==> src/rtl/dcache_refill_ctrl_pkg.sv <==
// Shared types and constants for the data-cache refill controller.
// Line geometry and refill FSM state encoding.
package dcache_refill_ctrl_pkg;

    localparam int LINE_WORDS  = 4;
    localparam int OFFSET_BITS = 4;
    localparam int WORD_BITS   = 32;

    typedef enum logic [1:0] {
        ST_IDLE,
        ST_WBACK,
        ST_FILL,
        ST_UPDATE
    } state_t;

    // One-hot column select for a word within the line.
    function automatic logic [LINE_WORDS-1:0] word_onehot(input logic [1:0] w);
        return 4'b0001 << w;
    endfunction

endpackage

==> src/rtl/dcache_refill_ctrl.sv <==
// Data-cache miss handler: writes back a dirty victim line word by word,
// refills the missing line into the data columns, then installs the tag.
module dcache_refill_ctrl
    import dcache_refill_ctrl_pkg::*;
#(
    parameter int INDEX_BITS = 3,
    parameter int TAG_BITS   = 32 - INDEX_BITS - OFFSET_BITS
) (
    input  logic                  clk,
    input  logic                  nrst,
    input  logic                  i_miss,
    input  logic [31:0]           i_miss_addr,
    input  logic                  i_victim_dirty,
    input  logic [TAG_BITS-1:0]   i_victim_tag,
    input  logic [127:0]          i_victim_data,
    output logic                  o_busy,
    output logic                  o_mem_req,
    output logic                  o_mem_we,
    output logic [31:0]           o_mem_addr,
    output logic [31:0]           o_mem_wdata,
    input  logic                  i_mem_ack,
    input  logic [31:0]           i_mem_rdata,
    output logic [3:0]            o_col_we,
    output logic [INDEX_BITS-1:0] o_col_index,
    output logic [31:0]           o_col_wdata,
    output logic                  o_tag_we,
    output logic [TAG_BITS-1:0]   o_tag,
    output logic                  o_refill_done
);

    state_t                state_q;
    state_t                state_d;
    logic [1:0]            wcnt_q;
    logic [1:0]            wcnt_d;
    logic [TAG_BITS-1:0]   miss_tag_q;
    logic [TAG_BITS-1:0]   victim_tag_q;
    logic [INDEX_BITS-1:0] index_q;
    logic [WORD_BITS-1:0]  victim_q [LINE_WORDS];
    logic [WORD_BITS-1:0]  rdata_q;
    logic [3:0]            col_we_q;
    logic                  accept;
    logic                  fill_ack;
    logic                  unused_offset;

    // The byte offset inside the line never matters: refills are whole lines.
    assign unused_offset = ^i_miss_addr[OFFSET_BITS-1:0];

    assign accept   = (state_q == ST_IDLE) && i_miss;
    assign fill_ack = (state_q == ST_FILL) && i_mem_ack;

    // State and word counter registers.
    always_ff @(posedge clk or negedge nrst) begin
        if (!nrst) begin
            state_q <= ST_IDLE;
            wcnt_q  <= 2'd0;
        end else begin
            state_q <= state_d;
            wcnt_q  <= wcnt_d;
        end
    end

    // Capture the miss context and victim line when a miss is accepted.
    always_ff @(posedge clk or negedge nrst) begin
        if (!nrst) begin
            miss_tag_q   <= '0;
            victim_tag_q <= '0;
            index_q      <= '0;
            for (int w = 0; w < LINE_WORDS; w++) begin
                victim_q[w] <= '0;
            end
        end else if (accept) begin
            miss_tag_q   <= i_miss_addr[31 -: TAG_BITS];
            victim_tag_q <= i_victim_tag;
            index_q      <= i_miss_addr[OFFSET_BITS +: INDEX_BITS];
            for (int w = 0; w < LINE_WORDS; w++) begin
                victim_q[w] <= i_victim_data[WORD_BITS*w +: WORD_BITS];
            end
        end
    end

    // Register each fill word and strobe its column one cycle after the ack.
    always_ff @(posedge clk or negedge nrst) begin
        if (!nrst) begin
            rdata_q  <= '0;
            col_we_q <= 4'b0000;
        end else begin
            col_we_q <= fill_ack ? word_onehot(wcnt_q) : 4'b0000;
            if (fill_ack) begin
                rdata_q <= i_mem_rdata;
            end
        end
    end

    // Next-state logic and memory/tag request outputs.
    always_comb begin
        state_d       = state_q;
        wcnt_d        = wcnt_q;
        o_mem_req     = 1'b0;
        o_mem_we      = 1'b0;
        o_mem_addr    = '0;
        o_mem_wdata   = '0;
        o_tag_we      = 1'b0;
        o_refill_done = 1'b0;
        unique case (state_q)
            ST_IDLE: begin
                if (i_miss) begin
                    state_d = i_victim_dirty ? ST_WBACK : ST_FILL;
                    wcnt_d  = 2'd0;
                end
            end
            ST_WBACK: begin
                o_mem_req   = 1'b1;
                o_mem_we    = 1'b1;
                o_mem_addr  = {victim_tag_q, index_q, wcnt_q, 2'b00};
                o_mem_wdata = victim_q[wcnt_q];
                if (i_mem_ack) begin
                    wcnt_d = wcnt_q + 2'd1;
                    if (wcnt_q == 2'd3) begin
                        state_d = ST_FILL;
                    end
                end
            end
            ST_FILL: begin
                o_mem_req  = 1'b1;
                o_mem_addr = {miss_tag_q, index_q, wcnt_q, 2'b00};
                if (i_mem_ack) begin
                    wcnt_d = wcnt_q + 2'd1;
                    if (wcnt_q == 2'd3) begin
                        state_d = ST_UPDATE;
                    end
                end
            end
            ST_UPDATE: begin
                o_tag_we      = 1'b1;
                o_refill_done = 1'b1;
                wcnt_d        = 2'd0;
                state_d       = ST_IDLE;
            end
            default: begin
                state_d = ST_IDLE;
                wcnt_d  = 2'd0;
            end
        endcase
    end

    assign o_busy      = (state_q != ST_IDLE);
    assign o_col_we    = col_we_q;
    assign o_col_index = index_q;
    assign o_col_wdata = rdata_q;
    assign o_tag       = miss_tag_q;

endmodule

==> config.mk <==
export PLATFORM = sky130hd
export DESIGN_NAME = dcache_refill_ctrl
export DESIGN_NICKNAME = d
export VERILOG_FILES = /design/src/rtl/dcache_refill_ctrl_pkg.sv /design/src/rtl/dcache_refill_ctrl.sv
export SDC_FILE = /design/constraint.sdc
export NUM_CORES = 1
export LEC_CHECK = 0
export ABC_AREA = 1
export CELL_PAD_IN_SITES_DETAIL_PLACEMENT = 2
export CELL_PAD_IN_SITES_GLOBAL_PLACEMENT = 2
export CORE_MARGIN = 2
export CORE_UTILIZATION = 30
export CTS_BUF_LIST = sky130_fd_sc_hd__clkbuf_16
export CTS_CLUSTER_SIZE = 12
export DETAILED_ROUTE_END_ITERATION = 8
export GPL_TIMING_DRIVEN = 0
export PLACE_DENSITY_LB_ADDON = 0.1
export SETUP_SLACK_MARGIN = 0.2
export SKIP_LAST_GASP = 1
export SYNTH_ARGS = -nofsm -noshare
export SYNTH_HDL_FRONTEND = slang
export SYNTH_SLANG_ARGS = --single-unit
==> constraint.sdc <==
create_clock -name clk -period 5.1 [get_ports clk]
set_clock_uncertainty 0.1 [all_clocks]
set_input_delay 1.02 -clock clk [delete_from_list [all_inputs] [get_ports clk]]
set_output_delay 1.02 -clock clk [all_outputs]
set_load 0.1 [all_outputs]
Word level (Yosys, flattened, before mapping)

Cells that the tools add are included.

$add $sub $neg: 1
$lt $le $gt $ge: 1
Eq/ne operators: 10
Shift-type cells: 1
Multiplexer cells: 19
Bitwise operators: 1
Reductions and logical operators: 7

Operator list:

| kind                | count |
|---|---|
| $mux 32             | 3 |
| $bmux 32 s2         | 1 |
| $pmux 32 s2         | 1 |
| $mux 2              | 8 |
| $ne 2x2->1 const B  | 4 |
| $pmux 2 s4          | 1 |
| $eq 2x2->1 const B  | 3 |
| $pmux 2 s3          | 1 |
| $reduce_and 5->1    | 1 |
| $mux 4              | 1 |
| $ne 2x1->1 const B  | 2 |
| $shl 1x2->4 const A | 1 |
| $ge 3x3->1 const B  | 1 |
| $mux 1              | 3 |
| $not 2->3           | 1 |
| $add 2x1->2 const B | 1 |
| $eq 2x1->1 const B  | 1 |
| $logic_and 1x1->1   | 2 |
| $logic_not 2->1     | 1 |
| $reduce_and 2->1    | 1 |
| $reduce_bool 2->1   | 1 |
| $reduce_or 2->1     | 1 |

Register bits after elaboration: 221
Input bits: 222
Output and inout bits: 133
Logic and storage cells: 51

Logic depth before layout (Yosys ltp)

Depth after elaboration: 5
Mapped depth: 8
Gate-level depth less buffers: 8

Least setup slack after synthesis

No wires, ideal clock.

Path type: reg-to-output
Start point: reg state_q[1]
End point: out o_mem_addr[3]
Arrival time: 3.752 ns
Data required time: 3.980 ns
Slack: 0.228 ns
Cell stages (with the launch flop): 6
Buffers on the path: 1
Path through: dfrtp_1 > inv_1 > ha_1 > buf_2 > nor2_1 > nor3_1

Longest elaborated chain between the ends: 2
Elaborated cells on any way between the ends: 3
Classes of those cells: eq/ne: 2; mux: 1

Ends and longest elaborated chain:

| element                                  | RTL line                  | RTL |
|---|---|---|
| start, declared                          | dcache_refill_ctrl.sv:31  | `state_t state_q;` |
| start signal, assigned                   | dcache_refill_ctrl.sv:57  | `state_q <= state_d;` |
| $eq 2x2->1 or $eq 2x1->1 (tied branches) | dcache_refill_ctrl.sv:104 | `unique case (state_q)` |
| $pmux 32 s2 (*)                          | dcache_refill_ctrl.sv:104 |  |
| end, declared                            | dcache_refill_ctrl.sv:19  | `output logic [31:0] o_mem_addr,` |

Mark *: on every way between the ends. The rest lies on a longest branch, timed or not.

Final worst setup path

Start point: reg state_q[1]
End point: out o_mem_addr[18]

The elaborated chain is that of the path after synthesis.

==> flow_summary.yaml <==
yosys:
  synth_top_family_by_area: "multiplexers"
  synth-compound-area-share_pct: 6.29
  synth_cell_types: 19
  synthCells: 1058
  yosysWarnings: 0
  synth-xor-area-share_pct: 0
  synth_area_leaders: "dfrtp_1, mux2_4, nor2_1"
  synth_top_cell_area_share_pct: 52.6
  synth_seq_cells: 221
  syn_area_per_cell_um2: 9.93
  ys_seq_area_share_pct: 52.6
  synth_largest_area_cell: "dfrtp_1"
  synthSimpleGateAreaFrac_pct: 14.4
  synth_area_um2: 10500
  synth_fa_ha_area_share_pct: 1.19
  synthMuxAreaShare_pct: 18.5
clock_tree:
  cts_buffers: 28
  cts_buffer_depth: 3
  insertion_delay_ns: 0.54
  clock-sinks: 221
  ctsHoldBuffers: 0
  tritoncts: "done"
  cts_root_buf: "clkbuf_16"
  cts_resized: 0
  path_clk_slew_ns: 0.06
  htree_num_levels: 1
  post_cts_buffers: 0
worst_setup_path:
  reg2reg_from: "wcnt_q[0]"
  reg2reg_slack_ns: 3.12
  critPathMaxFanout: 10
  cp-end-kind: "output port"
  critical_path_class: "reg -> out"
  critPathArrivalTime_ns: 3.41
  r2r.worst_path.cells: 6
  worstPathRequired_ns: 3.98
  r2r-end: "wcnt_q[1]"
  crit_path_start_kind: "register"
drt:
  met2_length_um: 19900
  wl_met1_um: 16100
  via_per_inst: 4.62
  postRouteAntennaNets: 0
  vias: 8869
  dr_wl_met3_um: 3320
  first_pass_iters: 5
  top_layer: "met5"
  drtIter0Drc: 211
  wl_per_cell_um: 20.8
  finalWirelength_um: 40000
  route.detailed.drc: 0
final_layout:
  nets: 1671
  area_growth_pct: 48.1
  layout-drive-gt1-share_pct: 16.7
sta:
  timing.hold.ws_ns: 0.274
  slew_violations: 0
  maxSlewHeadroom_pct: 27.0
  worst_slack_ns: 0.574
  fmax_mhz: 221
  setup_viol: 0
  worst_pin_slew_ns: 1.09
  fin_crit_sh_pct: 88.7
  hold_viol_final: 0
  rsz0062_at_grt: "no"
  final.min_clock_period_ns: 4.53
global_routing:
  grt_max_degree: 91
  grt.overflow.total: 0
  grt_pass1_vias: 10295
  track_usage_pct: 22.0
  antenna_found_initial: 6
  grt_pass1_wl_um: 61300
placement:
  globalplace.congestion: 0.739
  dpl_worst_slack_ns: 1.10
  dpl.hpwl_um: 29000
  io_buffers: 348
job:
  cap_violations: 0
floorplanning:
  die-area_um2: 36500
  core_um2: 34500
  start_util_pct: 30.4
  placementRows: 68
  pin_count: 355
  die_w_um: 191
  die_y_um: 191
outcome:
  outcome: "finished, final reports clean"
min_path:
  hold_class: "in -> async"
## critical path, cell delays in order (launching register included)
cell and delay (ns):
dfrtp_1 0.43, inv_1 0.13, ha_1 0.27, buf_2 0.29, buf_2 0.29, nand2_1 0.11
a21oi_1 0.17, clkdlybuf4s50_1 1.17
## registers in the layout, indices dropped and copies added, names as in the netlist
signal and count:
victim_q 128, o_col_we 4, o_tag 25, wcnt_q 2, victim_tag_q 25, o_col_index 3, o_col_wdata 32, state_q 2
## through the flow
stage,area (um^2),utilization (%),instances,setup TNS [ns]
3_3_place_gp,14600,42.2,1862,-1667.33
3_5_place_dp,14600,42.3,1864,0
6_report,15600,45.0,1921,0
4_1_cts,15500,45.0,1916,0
5_1_grt,15600,45.0,1919,0
2_1_floorplan,10500,-,1059,0
## layout make-up
class	instances	area [um^2]
Sequential cell	221	5530
Inverter	81	304
Timing Repair Buffer	350	3540
Buffer	65	423
Fill cell	3665	19000
Tap cell	455	569
Clock inverter	23	199
Clock buffer	29	726
Multi-Input combinational cell	692	4250
Antenna cell	5	12.5
## layer usage
metal,global-route usage [%],vias up
met3,7.29,48
li1,-,4120
met1,25.9,4454
met2,38.9,245
met5,0,-
met4,4.62,2
## how the worst max path moves through the flow
stage	depth (start not counted)	startpoint	slack, ns	to
after floorplan	5	state_q[1]	0.23	o_mem_addr[3]
after global placement	1	nrst	-7.58	o_col_wdata[13]
final	7	state_q[1]	0.57	o_mem_addr[18]
after CTS	7	state_q[1]	0.49	o_mem_addr[18]
after detailed placement	7	state_q[1]	1.10	o_mem_addr[18]
after global routing	7	state_q[1]	0.31	o_mem_addr[18]
## kinds of logic after synthesis
| logic type | Yosys count |
|---|---|
| AO/OA/AOI/OAI | 132 |
| adder cells (fa/ha/maj) | 10 |
| buffers and inverters | 146 |
| flip-flops | 221 |
| multiplexers | 146 |
| other | 1 |
| AND/OR/NAND/NOR | 402 |
## cell usage after synthesis (all sizes together)
cell,n
inv,81
dfrtp,221
ha,10
o21ai,7
a21oi,125
nand3,3
nand2,189
clkbuf,11
conb,1
mux2,146
nor2,209
buf,54
nor3,1
## layout by cell type (no fill, tap or decap)
cell type and n:
a21oi_1 125, buf_1 1, buf_16 2, buf_2 32, buf_4 5, buf_6 16, buf_8 1, bufinv_16 4
clkbuf_1 11, clkbuf_16 29, clkdlybuf4s50_1 347, clkinv_1 7, clkinv_2 6, conb_1 2, dfrtp_1 221, diode_2 5
ha_1 10, inv_1 85, inv_2 2, mux2_2 66, mux2_4 80, nand2_1 188, nand2_2 1, nand3_1 3
nor2_1 209, nor3_1 1, o21ai_0 7
Power is left out: the tool's default activity adds up to more than one toggle a clock period on the data nets, which glitch-free logic cannot reach.
